$ cat config.mk
export PLATFORM = sky130hd
export DESIGN_NAME = priority_enc
export DESIGN_NICKNAME = d
export VERILOG_FILES = /design/src/rtl/priority_enc.sv
export SDC_FILE = /design/constraint.sdc
export NUM_CORES = 1
export LEC_CHECK = 0
export CORE_AREA = 2 2 39 41
export DETAILED_ROUTE_END_ITERATION = 8
export DIE_AREA = 0 0 41 43
export HOLD_SLACK_MARGIN = 0.02
export SLEW_MARGIN = 5
export SYNTH_ARGS = -nofsm -noshare
export SYNTH_HDL_FRONTEND = slang
export SYNTH_SLANG_ARGS = --single-unit
$ cat constraint.sdc
create_clock -name clk -period 1 [get_ports clk]
set_input_delay 0.1 -clock clk [delete_from_list [all_inputs] [get_ports clk]]
set_output_delay 0.1 -clock clk [all_outputs]
set_load 0.05 [all_outputs]
$ cat src/rtl/priority_enc.sv
`default_nettype none
// ============================================================================
// Module   : priority_enc
// Purpose  : Registered priority encoder. D[0] has the highest priority, and
//            the reported code is reversed, so D[k] maps to N-1-k.
// Revision : 1.0  initial release
// ============================================================================
module priority_enc #(
  parameter int N  = 4,
  parameter int YW = $clog2(N)
) (
  input  logic          clk,
  input  logic          rst,
  input  logic [N-1:0]  D,
  output logic [YW-1:0] Y,
  output logic          valid
);

  logic [YW-1:0] y_next;
  logic          valid_next;

  // The scan runs from the lowest-priority bit to the highest, so the last
  // match is the lowest set index. An all-zero D forces the code to 0.
  always_comb begin
    y_next     = '0;
    valid_next = 1'b0;
    for (int i = N - 1; i >= 0; i--) begin
      if (D[i]) begin
        y_next     = YW'(N - 1 - i);
        valid_next = 1'b1;
      end
    end
  end

  always_ff @(posedge clk or posedge rst) begin
    if (rst) begin
      Y     <= '0;
      valid <= 1'b0;
    end else begin
      Y     <= y_next;
      valid <= valid_next;
    end
  end

endmodule
`default_nettype wire

==> qor.csv <==
metric,value,unit
status,completed,
ys_seq_area_frac,0.7317,
io_buffers,8,
synth_async_sr_flop_share,1.000,
ctsResizeCount,0,
vias,103,
fin_crit_sh,0.9620,
syn_nets,14,
critPathCaptureType,register,
tritoncts,yes,
yosysTopAreaCell,dfrtp_1,
htree_levels,1,
io_pins,9,
ir_worst_vdd,0.0005981,V
drt-vias-per-instance,2.861,
synth_edf_count,0,
startpoint_type,primary input,
synth_top_area_frac,0.7317,
path_clk_slew,0.04,ns
max-slew-margin-rel,0.9197,
coreArea,1384,µm²
crit_chain,clkdlybuf4s50_1 -> or2_1 -> or3_1,
fin_total_pwr,418.8,µW
ys_ff_latch,3,
synth.area.top_cells,"dfrtp_1 (73%), a21o_1 (7.3%), inv_1 (7.3%), or2_1 (6.1%), or3_1 (6.1%)",
synth_flop_cell,dfrtp_1,
placementRows,14,
yosys_warnings,0,
grt_pass1_vias,111,
grtUsageTotal,0.04431,
cts_setup_buffers,0,
wl_per_cell,6.861,µm
wl,247,µm
dr.first_iter.drc_count,1,
die_h,43,µm
nNetsFinal,27,
slew_violations,0,
finalHoldViolCount,0,
synthTopCellsByCount,"dfrtp_1 (3), inv_1 (2), a21o_1 (1), or2_1 (1), or3_1 (1)",
drv_cap,0,
hold_class,in2async,
grt_max_degree,4,
start_util,0.07414,
worstPathMaxFanout,2,
rsz0062_at_grt,no,
die-area,1763,µm²
drc_errors,0,
power_density,1617,nW/µm²
gp_congestion,0.4965,
setup_violations,0,
crit_family,simple AND/OR/NAND/NOR gates,
hold_ws,0.03674,ns
fmax,1040,MHz
cts_sinks,3,
numCtsBuffers,3,
drt-pass1-iter-count,2,
slowest_delay,0.42,ns
antenna_found_initial,0,
crit_type,in2reg,
ys_types,5,
drive_gt1_frac,0.3000,
fin_crit,0.9620,ns
hpwl,179.4,µm
worst-endpoint-required,1.11,ns
root_buffer,clkbuf_4,
arrival,1.07,ns
ctsHoldBuffers,0,
die_w,41,µm
antenna_left,0,
area_growth,152.4,%
syn-instance-count,8,
p_leak,0.0001145,µW
grt_pass1_wl,448,µm
diodes,0,
cts_buffer_depth,2,
worst-path-buf-inv,1,
synth_most_common_cell,dfrtp_1,
overflow,0,
avgSynthCellArea,12.82,µm²
crit_slowest_cell,clkdlybuf4s50_1,
syn_area,102.6,µm²
tightest_slew,0.1203,ns
-- placed cells by master, fill, tap and decap left out, drive strengths merged --
cell type and count:
a21o 1, buf 3, clkbuf 4, clkdlybuf4s50 5, dfrtp 3, inv 2, or2 1, or3 1
-- power by group --
part	switching (µW)	internal [µW]
Clock	63.6	150
Sequential	5.27	128
Combinational	30.7	41.9
Total	99.6	319
-- metal layers --
metal / routed length, µm / part of all wire / vias to the layer above / GRT usage
li1: - / - / 47 / -
met1: 106 / 0.43 / 44 / 0.04545
met2: 86 / 0.35 / 12 / 0.04688
met3: 54 / 0.22 / 0 / 0.06283
met4: 0 / 0 / 0 / 0.02000
met5: 0 / 0 / - / 0
-- stage by stage --
stage                     worst slack, ns  TNS (ns)  area, µm²  cells    util
final                             0.03803         0      259.0     36  0.1872
after global routing              0.01016         0      259.0     36  0.1872
after CTS                         0.04098         0      259.0     36  0.1872
after detailed placement          -0.1951   -0.1951      232.7     32  0.1682
after global placement            -0.1774   -0.1774      232.7     32  0.1682
after floorplan                    0.2660         0      102.6      8       -
-- state kept, by name (all words and copies together), names as in the netlist --
register	count
Y	2
valid	1
-- final cells by class --
class	count	area, µm²
Fill cell	148	1125
Timing Repair Buffer	8	110.1
Sequential cell	3	75.07
Clock buffer	4	26.28
Multi-Input combinational cell	3	20.02
Tap cell	16	20.02
Inverter	2	7.507
-- kinds of logic (layout without fill, tap and decap cells) --
logic type / count (synthesis) / after routing / synth area share
and+or+nand+nor: 2 / 2 / 0.1220
DFF: 3 / 3 / 0.7317
buffers and inverters: 2 / 14 / 0.07320
AOI/OAI and AO/OA: 1 / 1 / 0.07320
-- worst paths after layout --
path / start / to / slack [ns] / cells after the start
hold / removal: rst / valid / 0.04 / 2
min in group clk: D[3] / valid / 0.45 / 2
setup / recovery: D[1] / valid / 0.04 / 3
max in group asynchronous: rst / Y[1] / 0.83 / 2
(Power assumes the default switching activity.)
==> patch 1 (same settings) <==
Make the reset (`rst`) synchronous in one clocked block.
--- a/src/rtl/priority_enc.sv
+++ b/src/rtl/priority_enc.sv
@@ -32,7 +32,7 @@
     end
   end
 
-  always_ff @(posedge clk or posedge rst) begin
+  always_ff @(posedge clk) begin
     if (rst) begin
       Y     <= '0;
       valid <= 1'b0;
Function: differs if rst is asserted again (counterexample within 4 cycles, from zero or initial values and one cycle with rst high); with rst held inactive, the same outputs for 10 cycles.
==> patch 1 against the unedited design <==
Count of clock-buffer cells in the layout unchanged. Wire length down 6.9%. Area after synthesis down 7.3%. Power up 4.2%. Worst setup slack better by 0.14 ns. Design area down 2.9%. Critical path depth down 2. Sequential cell count unchanged. Highest routed layer unchanged.
==> patch 1: results (changes against the unedited design) <==
- Combinational share of power: 20.9% (+3.6 points)
- Iteration-0 DRC count of the detailed router: 0 (-1)
- Avg Cell Area, Syn: 9.51 um2 (-26%)
- Met2 usage: 4.38% (-0.31 points)
- Cell internal pwr: 0.000329 W (+2.9%)
- GP Congestion: 0.540 (+8.7%)
- GR Layer Usage met3: 1.57% (-4.7 points)
- Worst-path clk slew: 0.04 ns (about the same)
- XOR/XNOR Fraction of Synth Area: 0% (unchanged)
- Post-synth EDFFs: 0 (unchanged)
- Routed len/inst: 6.05 um (-12%)
- Via density: 2.76 (-3.4%)
- Post-CTS Setup Inserts: 0 (unchanged)
- Yosys synthesis warning count: 0 (unchanged)
- Maximum vdd drop: 0.000281 V (-53%)
- Sw Share: 24.7% (+0.91 points)
- Hpwl dp: 180 um (+0.50%)
- Synth cell count leaders: dfxtp_1 (3), nor2_1 (3)
- Clock network power: 0.000210 W
- Largest net degree at the start of global routing: 4 (unchanged)
- Synth cell types: 6 (+1)
- Vias in the first global route: 115 (+3.6%)
- Top post-synthesis cells by area: dfxtp_1 (63%), nor2_1 (12%), a21oi_2 (9.2%), nand2b_1 (6.6%), a21oi_1 (5.3%)
- DR pass1 iterations: 1 (-1)
- Status: complete, no violations
- Sequential-to-total area share from yosys stat: 63.2% (-10 points)
- Met1 global-route usage: 3.51% (-1.0 points)
- CTS H-Tree Depth: 1 (unchanged)
- Post-synthesis compound-gate area fraction: 14.5% (+7.2 points)
- Cells after DPL: 34 (+6.3%)
- DRT Wirelength: 230 um (-6.9%)
- Root Driver: clkbuf_4
- Ys flop type: dfxtp_1
- Placed inst area: 225 um2 (-3.2%)
- Delay-heaviest family, CP: flip-flops
- Share of layout cells above drive strength 1: 31.8% (+1.8 points)
- HP Class: in -> reg
- Total Routing Usage GR: 4.01% (-0.42 points)
- Crit Path Max Fanout: 1 (-1)
- Leakage: 0.104 nW (-9.3%)
- Syn nets: 16 (+2)
- CP arrival: 0.72 ns (-0.35 ns)
- First-pass GRT wire length: 372 um (-17%)
- Crit-path slowest cell: dfxtp_1
- CP max stage delay: 0.35 ns (-0.07 ns)
- DP Worst Slack: 0.125 ns (+0.320 ns)
- Post-Synth Adder-Cell Area: 0% (unchanged)
- Nets@finish: 29 (+7.4%)
- Slew HR: 91.3% (-0.64 points)
- Ys async rst share: 0% (-100 points)
==> patch 1: kinds of logic after synthesis <==
family,after synthesis
simple gates,4
flops,3
compound gates,2
buf+inv,1
==> patch 1: final timing paths <==
path / from / endpoint / slack, ns
max: valid / valid / 0.18
min: D[0] / Y[0] / 0.46
==> patch 1: layout make-up <==
cell class,instances,area [um2]
Inverter,1,3.75
Tap cell,16,20.0
Sequential cell,3,60.1
Clock buffer,4,26.3
Fill cell,160,1130
Timing Repair Buffer,8,110
Multi-Input combinational cell,6,31.3
==> patch 1: tightest hold or removal path, delay by kind of cell <==
family          cells  cell delay [ns]
buf+inv             2             0.49
compound gates      1             0.05
==> patch 1: routing by layer <==
metal	wire [um]	vias up	share of wire [%]
li1	-	54	-
met3	36	0	16
met1	89	42	39
met2	104	9	45
met4	0	0	0
met5	0	-	0
==> patch 2 (config.mk and constraints unchanged) <==
Without the edit above. `N`: 4 -> 8.
--- a/src/rtl/priority_enc.sv
+++ b/src/rtl/priority_enc.sv
@@ -6,7 +6,7 @@
 // Revision : 1.0  initial release
 // ============================================================================
 module priority_enc #(
-  parameter int N  = 4,
+  parameter int N  = 8,
   parameter int YW = $clog2(N)
 ) (
   input  logic          clk,
Interface: changed (resized D and Y); port bits go from 9 to 14. No check against the original RTL was run, so the function may have changed too.
==> patch 2 against the unedited design <==
Area after synthesis up 57%. Sequential cell count grew 1. First-iteration DRC count rose to 3.0 times the old value. Utilization is 8.3 points higher. Fmax increased by 11%. Hold slack gained 0.013 ns. Wire length up 42%. Worst setup slack gained 0.095 ns. Combinational power up 46%. Power rose by 13%. Design area rose by 44%. Synthesized cell count up 110%. Critical endpoint is now Y[2]. Largest power group unchanged. Highest routed layer unchanged.
==> patch 2: results (changes against the unedited design) <==
- CP Launch Point: Y[2]
- Status: complete, no violations
- Synth cell count leaders: dfrtp_1 (4), nor2_1 (4), a21oi_1 (2), inv_1 (2), o31ai_1 (2)
- Nets@finish: 45 (+67%)
- Yosys synthesis warning count: 0 (unchanged)
- GP Congestion: 0.710 (+43%)
- Iteration-0 DRC count of the detailed router: 3 (+2)
- XOR/XNOR Fraction of Synth Area: 0% (unchanged)
- Pwr/cell area: 1260 nW/um2 (-22%)
- Crit-path slowest cell: dfrtp_1
- Pin slew with the least headroom to its limit: 0.196 ns (+0.0757 ns)
- Root Driver: clkbuf_4
- Syn nets: 27 (+13)
- DR pass1 iterations: 4 (+2)
- Via density: 3.41 (+19%)
- Power share of the clock group: 40.6% (-10 points)
- Top post-synthesis cells by area: dfrtp_1 (62%), nor2_1 (9.3%), o31ai_1 (9.3%), a21oi_1 (6.2%), inv_1 (4.7%)
- Synth cell types: 8 (+3)
- CTS H-Tree Depth: 1 (unchanged)
- Largest net degree at the start of global routing: 5 (+1)
- CP arrival: 0.77 ns (-0.30 ns)
- Vias in the first global route: 174 (+57%)
- Sequential-to-total area share from yosys stat: 62.0% (-11 points)
- First-pass GRT wire length: 607 um (+35%)
- Post-synthesis compound-gate area fraction: 15.5% (+8.2 points)
- Post_cts resized: 0 (unchanged)
- Port bufs: 13 (+5)
- Crit Path Max Fanout: 1 (-1)
- Antenna diode count: 0 (unchanged)
- Total net switching power: 0.000108 W (+8.2%)
- Comb. pwr: 0.000106 W (+46%)
- Delay-heaviest family, CP: flip-flops
- Ys async rst share: 100% (unchanged)
- HP Class: in -> async
- CP max stage delay: 0.38 ns (-0.04 ns)
- Top flop regs: Y: 3 flops, valid: 1 flops
- Maximum vdd drop: 0.000295 V (-51%)
- Leakage: 0.156 nW (+36%)
- Total Routing Usage GR: 5.85% (+1.4 points)
- FILL cells: 150 (+1.4%)
- Share of layout cells above drive strength 1: 21.2% (-8.8 points)
- DRT Wirelength: 350 um (+42%)
## patch 2: cell types whose count changed in the layout (fill, tap and decap cells not counted), sizes merged, moves of 2 or more
cell           before  now
o31ai               0    2
clkdlybuf4s50       5    9
nor2                0    4
a21oi               0    2
## patch 2: logic make-up (layout without fill, tap and decap cells)
family / count (synthesis) / after routing
AO/OA/AOI/OAI: 4 / 4
buffers and inverters: 3 / 19
flip-flops: 4 / 4
AND/OR/NAND/NOR: 6 / 6
## patch 2: metrics by stage
step	utilization [%]	std cells	area, um2	worst slack, ns	hold slack [ns]
floorplan	-	17	161	0.314	-0.134
global placement	25.4	46	352	0.0210	0.291
detailed placement	25.4	46	352	0.0114	0.289
CTS	27.0	49	374	0.119	0.0471
global route	27.0	49	374	0.102	0.0641
finish	27.0	49	374	0.133	0.0502
## patch 2: worst max path at each step
stage | end | slack [ns] | cells after the start
3_5_place_dp | Y[0] | 0.01 | 4
3_3_place_gp | Y[0] | 0.02 | 4
5_1_grt | Y[1] | 0.10 | 1
6_report | Y[2] | 0.13 | 1
4_1_cts | Y[1] | 0.12 | 1
2_1_floorplan | Y[0] | 0.31 | 0
## patch 2: per-layer routing
metal  GRT usage, %  up-vias  routed length [um]
li1               -       89                   -
met1           5.86       65                 142
met2           6.88       13                 167
met3           1.57        0                  39
met4           10.0        0                   0
met5              0        -                   0
## patch 2: final cells by class
class,instances,area share [%]
repair buffers,13,45.5
flip-flops and latches,4,26.8
multi-input cells,10,13.4
clock buffers,3,6.02
well taps,16,5.35
inverters,3,3.01
